### config.mk
export PLATFORM = sky130hd
export DESIGN_NAME = bcd_to_binary
export DESIGN_NICKNAME = d
export VERILOG_FILES = /design/src/rtl/bcd_to_binary.sv
export SDC_FILE = /design/constraint.sdc
export NUM_CORES = 1
export LEC_CHECK = 0
export ABC_AREA = 1
export CAP_MARGIN = 20
export CORE_UTILIZATION = 45
export DETAILED_ROUTE_END_ITERATION = 12
export HOLD_SLACK_MARGIN = 0.03
export PLACE_DENSITY = 0.72
export SKIP_LAST_GASP = 1
export SYNTH_ARGS = -nofsm -noshare
export SYNTH_HDL_FRONTEND = slang
export SYNTH_SLANG_ARGS = --single-unit
### constraint.sdc
create_clock -name clk -period 1.6 [get_ports clk]
set_input_delay 0.32 -clock clk [delete_from_list [all_inputs] [get_ports clk]]
set_output_delay 0.32 -clock clk [all_outputs]
set_load 0.1 [all_outputs]
### src/rtl/bcd_to_binary.sv
// Sequential packed-BCD to binary converter using reverse double-dabble (shift right, then -3 on digits >= 8).
// Optional BCD2BIN_RESTART_EN: a start while busy aborts and reloads the conversion.
module bcd_to_binary #(
  parameter int DIGITS = 4,
  parameter int BIN_W  = 14
) (
  input  logic                  clk,
  input  logic                  rst_n,
  input  logic [4*DIGITS-1:0]   bcd,
  input  logic                  start,
  output logic                  busy,
  output logic                  done,
  output logic                  err,
  output logic [BIN_W-1:0]      binary
);

  localparam int BCD_W = 4 * DIGITS;
  localparam int CNT_W = $clog2(BIN_W + 1);

  typedef enum logic [1:0] {IDLE, SHIFT, ADJUST} state_t;

  state_t             state, state_nxt;
  logic [BCD_W-1:0]   bcd_reg;
  logic [BIN_W-1:0]   acc;
  logic [CNT_W-1:0]   cnt;
  logic               load, do_shift, do_adj, finish;

  function automatic logic has_bad_digit(input logic [BCD_W-1:0] v);
    logic bad;
    bad = 1'b0;
    for (int i = 0; i < DIGITS; i++)
      if (v[4*i +: 4] > 4'd9) bad = 1'b1;
    return bad;
  endfunction

  // Digits adjusted independently; no carry crosses a digit boundary.
  function automatic logic [BCD_W-1:0] adjust_digits(input logic [BCD_W-1:0] v);
    logic [BCD_W-1:0] r;
    r = v;
    for (int i = 0; i < DIGITS; i++)
      if (v[4*i +: 4] >= 4'd8) r[4*i +: 4] = v[4*i +: 4] - 4'd3;
    return r;
  endfunction

  // NOTE: every always_comb output gets a default first so no latch is inferred.
  always_comb begin
    state_nxt = state;
    load      = 1'b0;
    do_shift  = 1'b0;
    do_adj    = 1'b0;
    finish    = 1'b0;
    case (state)
      IDLE: begin
        if (start) begin
          load      = 1'b1;
          state_nxt = SHIFT;
        end
      end
      SHIFT: begin
        do_shift  = 1'b1;
        state_nxt = ADJUST;
      end
      ADJUST: begin
        do_adj = 1'b1;
        if (cnt == CNT_W'(BIN_W)) begin
          finish    = 1'b1;
          state_nxt = IDLE;
        end else begin
          state_nxt = SHIFT;
        end
      end
      default: state_nxt = IDLE;
    endcase
`ifdef BCD2BIN_RESTART_EN
    if (start && state != IDLE) begin
      load      = 1'b1;
      do_shift  = 1'b0;
      do_adj    = 1'b0;
      finish    = 1'b0;
      state_nxt = SHIFT;
    end
`endif
  end

  // NOTE: sequential state uses non-blocking assignments so all registers update from pre-edge values.
  always_ff @(posedge clk or negedge rst_n) begin
    if (!rst_n) state <= IDLE;
    else        state <= state_nxt;
  end

  always_ff @(posedge clk or negedge rst_n) begin
    if (!rst_n) begin
      bcd_reg <= '0;
      acc     <= '0;
      cnt     <= '0;
      busy    <= 1'b0;
      done    <= 1'b0;
      err     <= 1'b0;
      binary  <= '0;
    end else if (load) begin
      bcd_reg <= bcd;
      acc     <= '0;
      cnt     <= '0;
      busy    <= 1'b1;
      done    <= 1'b0;
      err     <= has_bad_digit(bcd);
    end else if (do_shift) begin
      {bcd_reg, acc} <= {bcd_reg, acc} >> 1;
      cnt            <= cnt + CNT_W'(1);
    end else if (do_adj) begin
      bcd_reg <= adjust_digits(bcd_reg);
      if (finish) begin
        binary <= err ? '0 : acc;
        done   <= 1'b1;
        busy   <= 1'b0;
      end
    end
  end

endmodule

[After elaboration in Yosys (flattened, before gate mapping)]
Index checks and enable logic that the tools add are counted.
Operators by class
  shift-type cells: 0
  multiply operators: 0
  div/mod/pow operators: 0
  bitwise gates (word level): 2
  eq/ne operators: 5
  reductions and logical operators: 15
  $lt $le $gt $ge: 8
  $add $sub $neg: 5
  mux-type cells: 33
Operator list (count)
  2-to-1 mux 16 bit: 3
  2-to-1 mux 14 bit: 3
  2-to-1 mux 4 bit: 6
  2-to-1 mux 1 bit: 19
  greater-or-equal comparator 4 bit (second input constant): 4
  > comparator 4 bit (second input constant): 4
  subtractor 4 x 2 -> 4 bit (second input constant): 4
  nonzero test 3 bit: 5
  AND reduction 2 bit: 4
  case mux 2 bit (3 select lines): 1
  nonzero test 2 bit: 3
  adder 4 x 1 -> 4 bit (second input constant): 1
  == test 4 bit (second input constant): 1
  != test 2 bit (second input constant): 2
  AND reduction 4 bit: 1
  AND reduction 3 bit: 1
  == test 2 x 1 -> 1 bit (second input constant): 1
  == test 2 bit (second input constant): 1
  logical NOT 2 bit: 1
  2-to-1 mux 2 bit: 1
  NOT 1 bit: 2
Storage, ports and cells
  logic and storage cells: 79
  bits in read-only memories: 0
  bits in writable memories: 0
  input bits: 19
  latch bits: 0
  register bits after elaboration: 53
  memories: 0

[Logic depth before layout (Yosys ltp)]
Gate-level depths: netlist of run 1.
  depth in word-level cells: 7
  gate-level depth with buffers: 8
  depth with buffers taken out: 8

[Least setup slack after synthesis of run 1]
Ideal clock, no wire load.
  kind: flip-flop to flip-flop
  start: reg err
  end: reg binary[10]
  library setup time: 0.120 ns
  arrival: 1.509 ns
  cell stages (with the launch flop): 5
  path buffers: 1
  setup slack: -0.029 ns
  cell sequence: dfrtp_1 -> inv_1 -> clkbuf_1 -> nand3_1 -> nand2_1
On the way
  longest elaborated chain between the ends: 1
Ends and longest elaborated chain
  start: declaration: line 13  | output logic err,
  start signal: assignment: line 106  | err <= has_bad_digit(bcd);
  2-to-1 mux 14 bit: line 113  | binary <= err ? '0 : acc;
  end signal: assignment: line 113
  end: declaration: line 14  | output logic [BIN_W-1:0] binary
Every way passes these cells.
A chain may end at the register's enable or synchronous reset.

[Final worst setup path of run 1]
  start: reg state[0]
  end: reg bcd_reg[13]
On the way
  longest elaborated chain between the ends: 4
  elaborated cells on any way between the ends: 11
Ends and longest elaborated chain
  start: declaration: line 22  | state_t state, state_nxt;
  start signal: assignment: line 88  | else state <= state_nxt;
  == test 2 x 1 -> 1 bit, or another cell as far along: line 52  | case (state)
  2-to-1 mux 1 bit: line 52
  nonzero test 3 bit (no line) or 2-to-1 mux 16 bit (tied branches)
  AND reduction 2 bit (no line) or 2-to-1 mux 16 bit (tied branches)
  end signal: assignment: line 108  | {bcd_reg, acc} <= {bcd_reg, acc} >> 1;
  end signal: assignment: line 111  | bcd_reg <= adjust_digits(bcd_reg);
  end: declaration: line 23  | logic [BCD_W-1:0] bcd_reg;
Several ways; a longest one is shown, not always the timed one.

==> results of run 1 <==
[power breakdown]
part | internal [W] | switching [W] | leakage, nW
clock network | 0.000309 | 0.000441 | 0.0374
logic | 0.00111 | 0.00173 | 1.13
registers | 0.00170 | 0.000325 | 0.646
[placed cells by master (no fill, tap or decap), drive strengths merged, types with 6 or more instances in the layout]
cell type	count
nand2	115
inv	56
dfrtp	53
nand3	40
buf	34
clkdlybuf4s50	17
o21ai	16
o22ai	14
or2	11
ha	10
o211ai	8
clkbuf	6
[synthesized netlist by cell type]
master      n  area, µm²
or2_2       2      12.51
inv_2       4      15.01
dfrtp_1    53       1326
nor2_1      5      18.77
o21ai_1     5      25.02
o22ai_1    14      87.58
ha_1       10      125.1
clkinv_1    1      3.750
nand2_2     1      6.260
o211ai_1    8      60.06
nor3_4      1      16.27
nand3_1    40      200.2
nand2_1   114      427.9
nand4_1     2      12.51
buf_2       7      35.03
clkbuf_1    3      11.26
or2_0       7      43.79
a21oi_1     4      20.02
buf_1       2      7.510
a21boi_0    1      7.510
or2_1       2      12.51
o21ai_0    11      55.05
inv_1      52      195.2
xnor2_1     3      26.28
[final cells by class]
class                   count  area, µm²  area share
inverters                  57      214.0     0.06047
flip-flops and latches     53       1328      0.3752
clock inverters             2      15.01    0.004243
clock buffers               6      72.57     0.02051
well taps                  75      93.84     0.02652
repair buffers             52      658.1      0.1860
multi-input cells         230       1157      0.3271
[what timing repair did]
action,in CTS,in global routing
endpoints found under the setup margin,0,0
endpoints found under the hold margin,53,0
hold buffers,1,0
[layer usage]
| metal | wire length [µm] | track usage |
|---|---|---|
| met5 | 0 | 0 |
| met4 | 60 | 0.06429 |
| met3 | 131 | 0.02273 |
| met2 | 2651 | 0.3487 |
| met1 | 2537 | 0.2462 |
[logic make-up (layout without fill, tap and decap cells)]
logic type                 count (synthesis)  count (layout)  synth area share
DFF                                       53              53            0.4820
and+or+nand+nor                          174             174            0.2729
buffers and inverters                     69             117           0.09731
adders and majority gates                 10              10           0.04548
xor gates and xnor gates                   3               3          0.009552
AOI/OAI and AO/OA                         43              43           0.09277
[metrics by stage]
stage | hold WS (ps) | area [µm²] | total power (W)
2_1_floorplan | 24.41 | 2753 | 0.004056
3_3_place_gp | 335.2 | 3441 | 0.004792
3_5_place_dp | 339.5 | 3441 | 0.004888
4_1_cts | 512.5 | 3538 | 0.005646
5_1_grt | 529.1 | 3538 | 0.006182
6_report | 505.7 | 3538 | 0.005608
[final timing paths]
kind,start,end,slack [ps]
max,state[0]$_DFFE_PN0P_,bcd_reg[13]$_DFFE_PN0P_,150
min,acc[1]$_DFFE_PN0N_,binary[1]$_DFFE_PN0P_,510
max reg2reg,state[0]$_DFFE_PN0P_,bcd_reg[13]$_DFFE_PN0P_,150
min reg2reg,acc[1]$_DFFE_PN0N_,binary[1]$_DFFE_PN0P_,510
max in group asynchronous,rst_n,err$_DFFE_PN0P_,810
min in group asynchronous,rst_n,binary[4]$_DFFE_PN0P_,540
[critical path, cell delays in order (launching register included)]
cell and delay (ps):
dfrtp_1 480, nor2_1 180, nand2_1 90, buf_4 190, or2_2 280, nand3_1 80
nand2_1 60
==> flow_metrics.tcl, run 1 <==
set metrics [dict create \
    place_ws_ps -115.5 \
    clock-sinks 53 \
    fmax_mhz 687.3 \
    arrival_ps 1650 \
    clk_path_buf_depth 2 \
    post-route-util 0.5976 \
    post-cts-setup-buffers 0 \
    hold_depth 2 \
    syn_inst 352 \
    critPathKind "reg -> reg" \
    cp.required_ps 1800 \
    netlist_area_um2 2751 \
    fillers 566 \
    clkTransAtPathRegs_ps 100 \
    ios 36 \
    cts-root-buf "clkbuf_8" \
    rows 28 \
    route.detailed.drc 0 \
    dp_hpwl_um 4004 \
    ys_seq_area_frac 0.4820 \
    startpoint_type "flop" \
    cts_repair_resize_count 0 \
    cts_buffers 5 \
    outcome "finished, final reports clean" \
    antenna_found_initial 0 \
    finalSetupTns_ps 0 \
    drt_iter0_drc 103 \
    ys_ff_latch 53 \
    track_usage 0.1960 \
    gr-total-overflow 0 \
    hold_class "reg -> reg" \
    power_density_nw_per_um2 1585 \
    gp_congestion 0.8577 \
    p_leak_nw 1.814 \
    fin_ws_ps 145.1 \
    die_w_um 80.20 \
    area_growth_pct 28.60 \
    vias_per_cell 4.907 \
    drt_pass1_iterations 4 \
    die_h_um 80.20 \
    cts_tree "yes" \
    drv_slew 0 \
    hold_viol_final 0 \
    insertion_delay_ps 300 \
    routed_wl_um 5380 \
    largest_reg_flops 16 \
    crit_path_end_kind "flop" \
    coreArea_um2 5921 \
    final_nets 428 \
    ant_nets 0 \
    drive_gt1_frac 0.1250 \
    grt_pass1_wl_um 9963 \
    relSlewSlack 0.7150 \
    fin_worst_skew_ps 7.097 \
    diodes 0 \
    wl_per_cell_um 11.33 \
    syn-num-nets 381 \
    cts_max_level 2 \
    critPathMaxFanout 14 \
    instances_no_fill 475 \
    start_util 0.4647 \
    period_minus_slack_ps 1455 \
    finalSetupViolCount 0 \
    port_buffers 35 \
    rsz0062_at_grt "false" \
    reg2reg_depth 6 \
    yosysWarnings 0 \
    avgSynthCellArea_um2 7.816 \
    worstMarginPinSlew_ps 423.1 \
    dp_cells 466 \
    dieArea_um2 6431 \
    drv_cap 0 \
    ir_drop_v 0.0009736 \
    grt_max_degree 54 \
    period_share 0.9093 \
    routed-via-count 2331 \
    first_global_vias 2374 \
    ys_types 24 \
]
Note: power is estimated with default switching activity, not from simulation.
==> run 2: changes to the inputs <==
--- a/config.mk
+++ b/config.mk
@@ -5,11 +5,12 @@
 export SDC_FILE = /design/constraint.sdc
 export NUM_CORES = 1
 export LEC_CHECK = 0
-export ABC_AREA = 1
+export ABC_AREA = 0
 export CAP_MARGIN = 20
 export CORE_UTILIZATION = 45
 export DETAILED_ROUTE_END_ITERATION = 12
-export HOLD_SLACK_MARGIN = 0.03
+export GPL_TIMING_DRIVEN = 0
+export HOLD_SLACK_MARGIN = 0.15
 export PLACE_DENSITY = 0.72
 export SKIP_LAST_GASP = 1
 export SYNTH_ARGS = -nofsm -noshare
==> run 2 against run 1 <==
Effect of this change: largest power group unchanged; critical endpoint is now err; combinational power decreased by 10%; critical path type is now reg -> out; worst hold slack got worse by 21 ps; die area increased by 2.6%; synthesized cell count decreased by 17%.
==> flow_metrics.tcl, run 2 <==
set metrics [dict create \
    ys_ff_latch 53 \
    power_density_nw_per_um2 1588 \
    grt_pass1_wl_um 11320 \
    first_global_vias 2370 \
    hold_viol_final 0 \
    yosysWarnings 0 \
    cts_max_level 2 \
    post-route-util 0.5756 \
    finalSetupViolCount 0 \
    totalPowerFinal_w 0.005477 \
    clkTransAtPathRegs_ps 110 \
    drt_pass1_iterations 4 \
    fmax_mhz 628.9 \
    die_w_um 81.25 \
    insertion_delay_ps 320 \
    crit_path_end_kind "output port" \
    ir_drop_v 0.001068 \
    critPathMaxFanout 7 \
    cpPeakStageDelay_ps 480 \
    drt_iter0_drc 154 \
    drive_gt1_frac 0.1765 \
    synthTopCellsByArea "dfrtp_1 47%, o21ai_0 8.0%, ha_1 4.4%" \
    fillers 539 \
    netlist_area_um2 2826 \
    dpl_cell_area_um2 3286 \
    yosysTopAreaCellShare 0.4692 \
    cts-root-buf "clkbuf_8" \
    outcome "finished, final reports clean" \
    ys_seq_area_frac 0.4692 \
    rsz0062_at_grt "true" \
    dp_hpwl_um 4822 \
    drv_slew 0 \
    antenna_found_initial 0 \
    hold_start "cnt[3]$_DFFE_PN0N_" \
    synth_common_cells "53 x dfrtp_1, 45 x o21ai_0, 30 x inv_1" \
    crit_start "err$_DFFE_PN0P_" \
    synth_edf_count 0 \
    route.detailed.drc 0 \
    routed-via-count 2420 \
    path_cells "buf_2" \
    relSlewSlack 0.5353 \
    routed_wl_um 6845 \
    synthFlopType "dfrtp_1" \
    syn-num-nets 321 \
    instances_no_fill 415 \
    largest_reg_flops 16 \
    final_cell_mix "52 x dfrtp_1, 44 x o21ai_0, 30 x inv_1" \
    port_buffers 35 \
    grt_max_degree 30 \
    drv_cap 0 \
    dieArea_um2 6602 \
    vias_per_cell 5.831 \
    syn_inst 292 \
    cp.required_ps 1280 \
    fin_worst_skew_ps 12.33 \
    ant_nets 0 \
    startpoint_type "flop" \
    diodes 0 \
    final_nets 368 \
    ios 36 \
    layout_commonest_cell "dfrtp_1" \
    fin_area_um2 3448 \
    hold_class "reg -> reg" \
    r2r_start "state[0]$_DFFE_PN0P_" \
    start_util 0.4718 \
    p_leak_nw 1.489 \
    track_usage 0.2279 \
    die_h_um 81.25 \
    arrival_ps 1270 \
    ys_types 48 \
    clk_path_buf_depth 2 \
    cts_buffers 5 \
    synthArstFlopShare 1.000 \
    worstMarginPinSlew_ps 697.0 \
    gr-total-overflow 0 \
    area_growth_pct 22.00 \
    dp_cells 403 \
    period_minus_slack_ps 1590 \
    critPathKind "reg -> out" \
    crit_family "flip-flops" \
    clock-sinks 53 \
    period_share 0.9938 \
    yosysMostFrequentCell "dfrtp_1" \
    rows 28 \
    gp_congestion 0.8747 \
    slowest_stage "dfrtp_1" \
    coreArea_um2 5991 \
    path_buf_inv 1 \
    wl_per_cell_um 16.49 \
    avgSynthCellArea_um2 9.680 \
    synth_largest_area_cell "dfrtp_1" \
    cts_tree "yes" \
]
run 2: cell types whose count changed after synthesis, moves of 7 or more:
cell | previous run | this run
nand2_1 | 114 | 7
o21ai_0 | 11 | 45
inv_1 | 52 | 30
nand3_1 | 40 | 21
o41ai_1 | 0 | 14
o22ai_1 | 14 | 1
o211ai_1 | 8 | 0
nand2b_1 | 0 | 7
or2_0 | 7 | 0
run 2: layer usage:
| metal | vias up | wire [µm] | GRT usage |
|---|---|---|---|
| li1 | 1151 | - | - |
| met1 | 1172 | 3104 | 0.2943 |
| met2 | 89 | 3326 | 0.3891 |
| met3 | 8 | 336 | 0.03483 |
| met4 | 0 | 77 | 0.07500 |
| met5 | - | 0 | 0 |
run 2: stage by stage:
stage,TNS (ps),hold WS [ps],setup WS (ps)
6_report,0,484.8,9.963
5_1_grt,-60.14,501.6,-37.04
4_1_cts,-114.1,485.8,-114.1
3_5_place_dp,-13310,404.6,-547.0
3_3_place_gp,-87100,473.3,-1421
2_1_floorplan,0,24.41,41.73
run 2: path summary, 6_finish.rpt:
path,to,depth (start not counted),slack [ps]
max reg2reg,bcd_reg[3]$_DFFE_PN0P_,4,60
min in group asynchronous,acc[0]$_DFFE_PN0N_,2,560
max in group asynchronous,state[0]$_DFFE_PN0P_,3,450
max,err,1,10
min,cnt[3]$_DFFE_PN0N_,1,480
min reg2reg,cnt[3]$_DFFE_PN0N_,1,480
run 2: final cells by class:
class,instances,area (µm²),share of cell area
plain buffers,23,140.1,0.04064
multi-input cells,185,1282,0.3719
repair buffers,40,396.6,0.1150
clock inverters,3,22.52,0.006531
inverters,31,116.4,0.03374
flip-flops and latches,53,1328,0.3850
well taps,75,93.84,0.02721
clock buffers,5,68.82,0.01996
run 2: kinds of logic (layout without fill, tap and decap cells):
logic type                 count (synthesis)  in the layout  synth area share
AOI/OAI and AO/OA                        102            102            0.2408
xor gates and xnor gates                   4              4           0.01240
adders and majority gates                 10             10           0.04427
buffers and inverters                     54            102           0.08455
DFF                                       53             53            0.4692
muxes                                      6              6           0.02213
and+or+nand+nor                           63             63            0.1266
run 2: power breakdown:
part	internal, W	total (W)	switching, W
sequential	0.00171	0.00212	0.000414
combinational	0.00103	0.00255	0.00151
clock	0.000312	0.000804	0.000492
total	0.00306	0.00548	0.00242
run 2: repair_timing:
item | CTS | global route
endpoints found under the setup margin | 34 | 46
resized for setup | 55 | 31
buffers inserted | 2 | 1
hold endpoints to repair | 28 | 0
hold buffers | 1 | 0
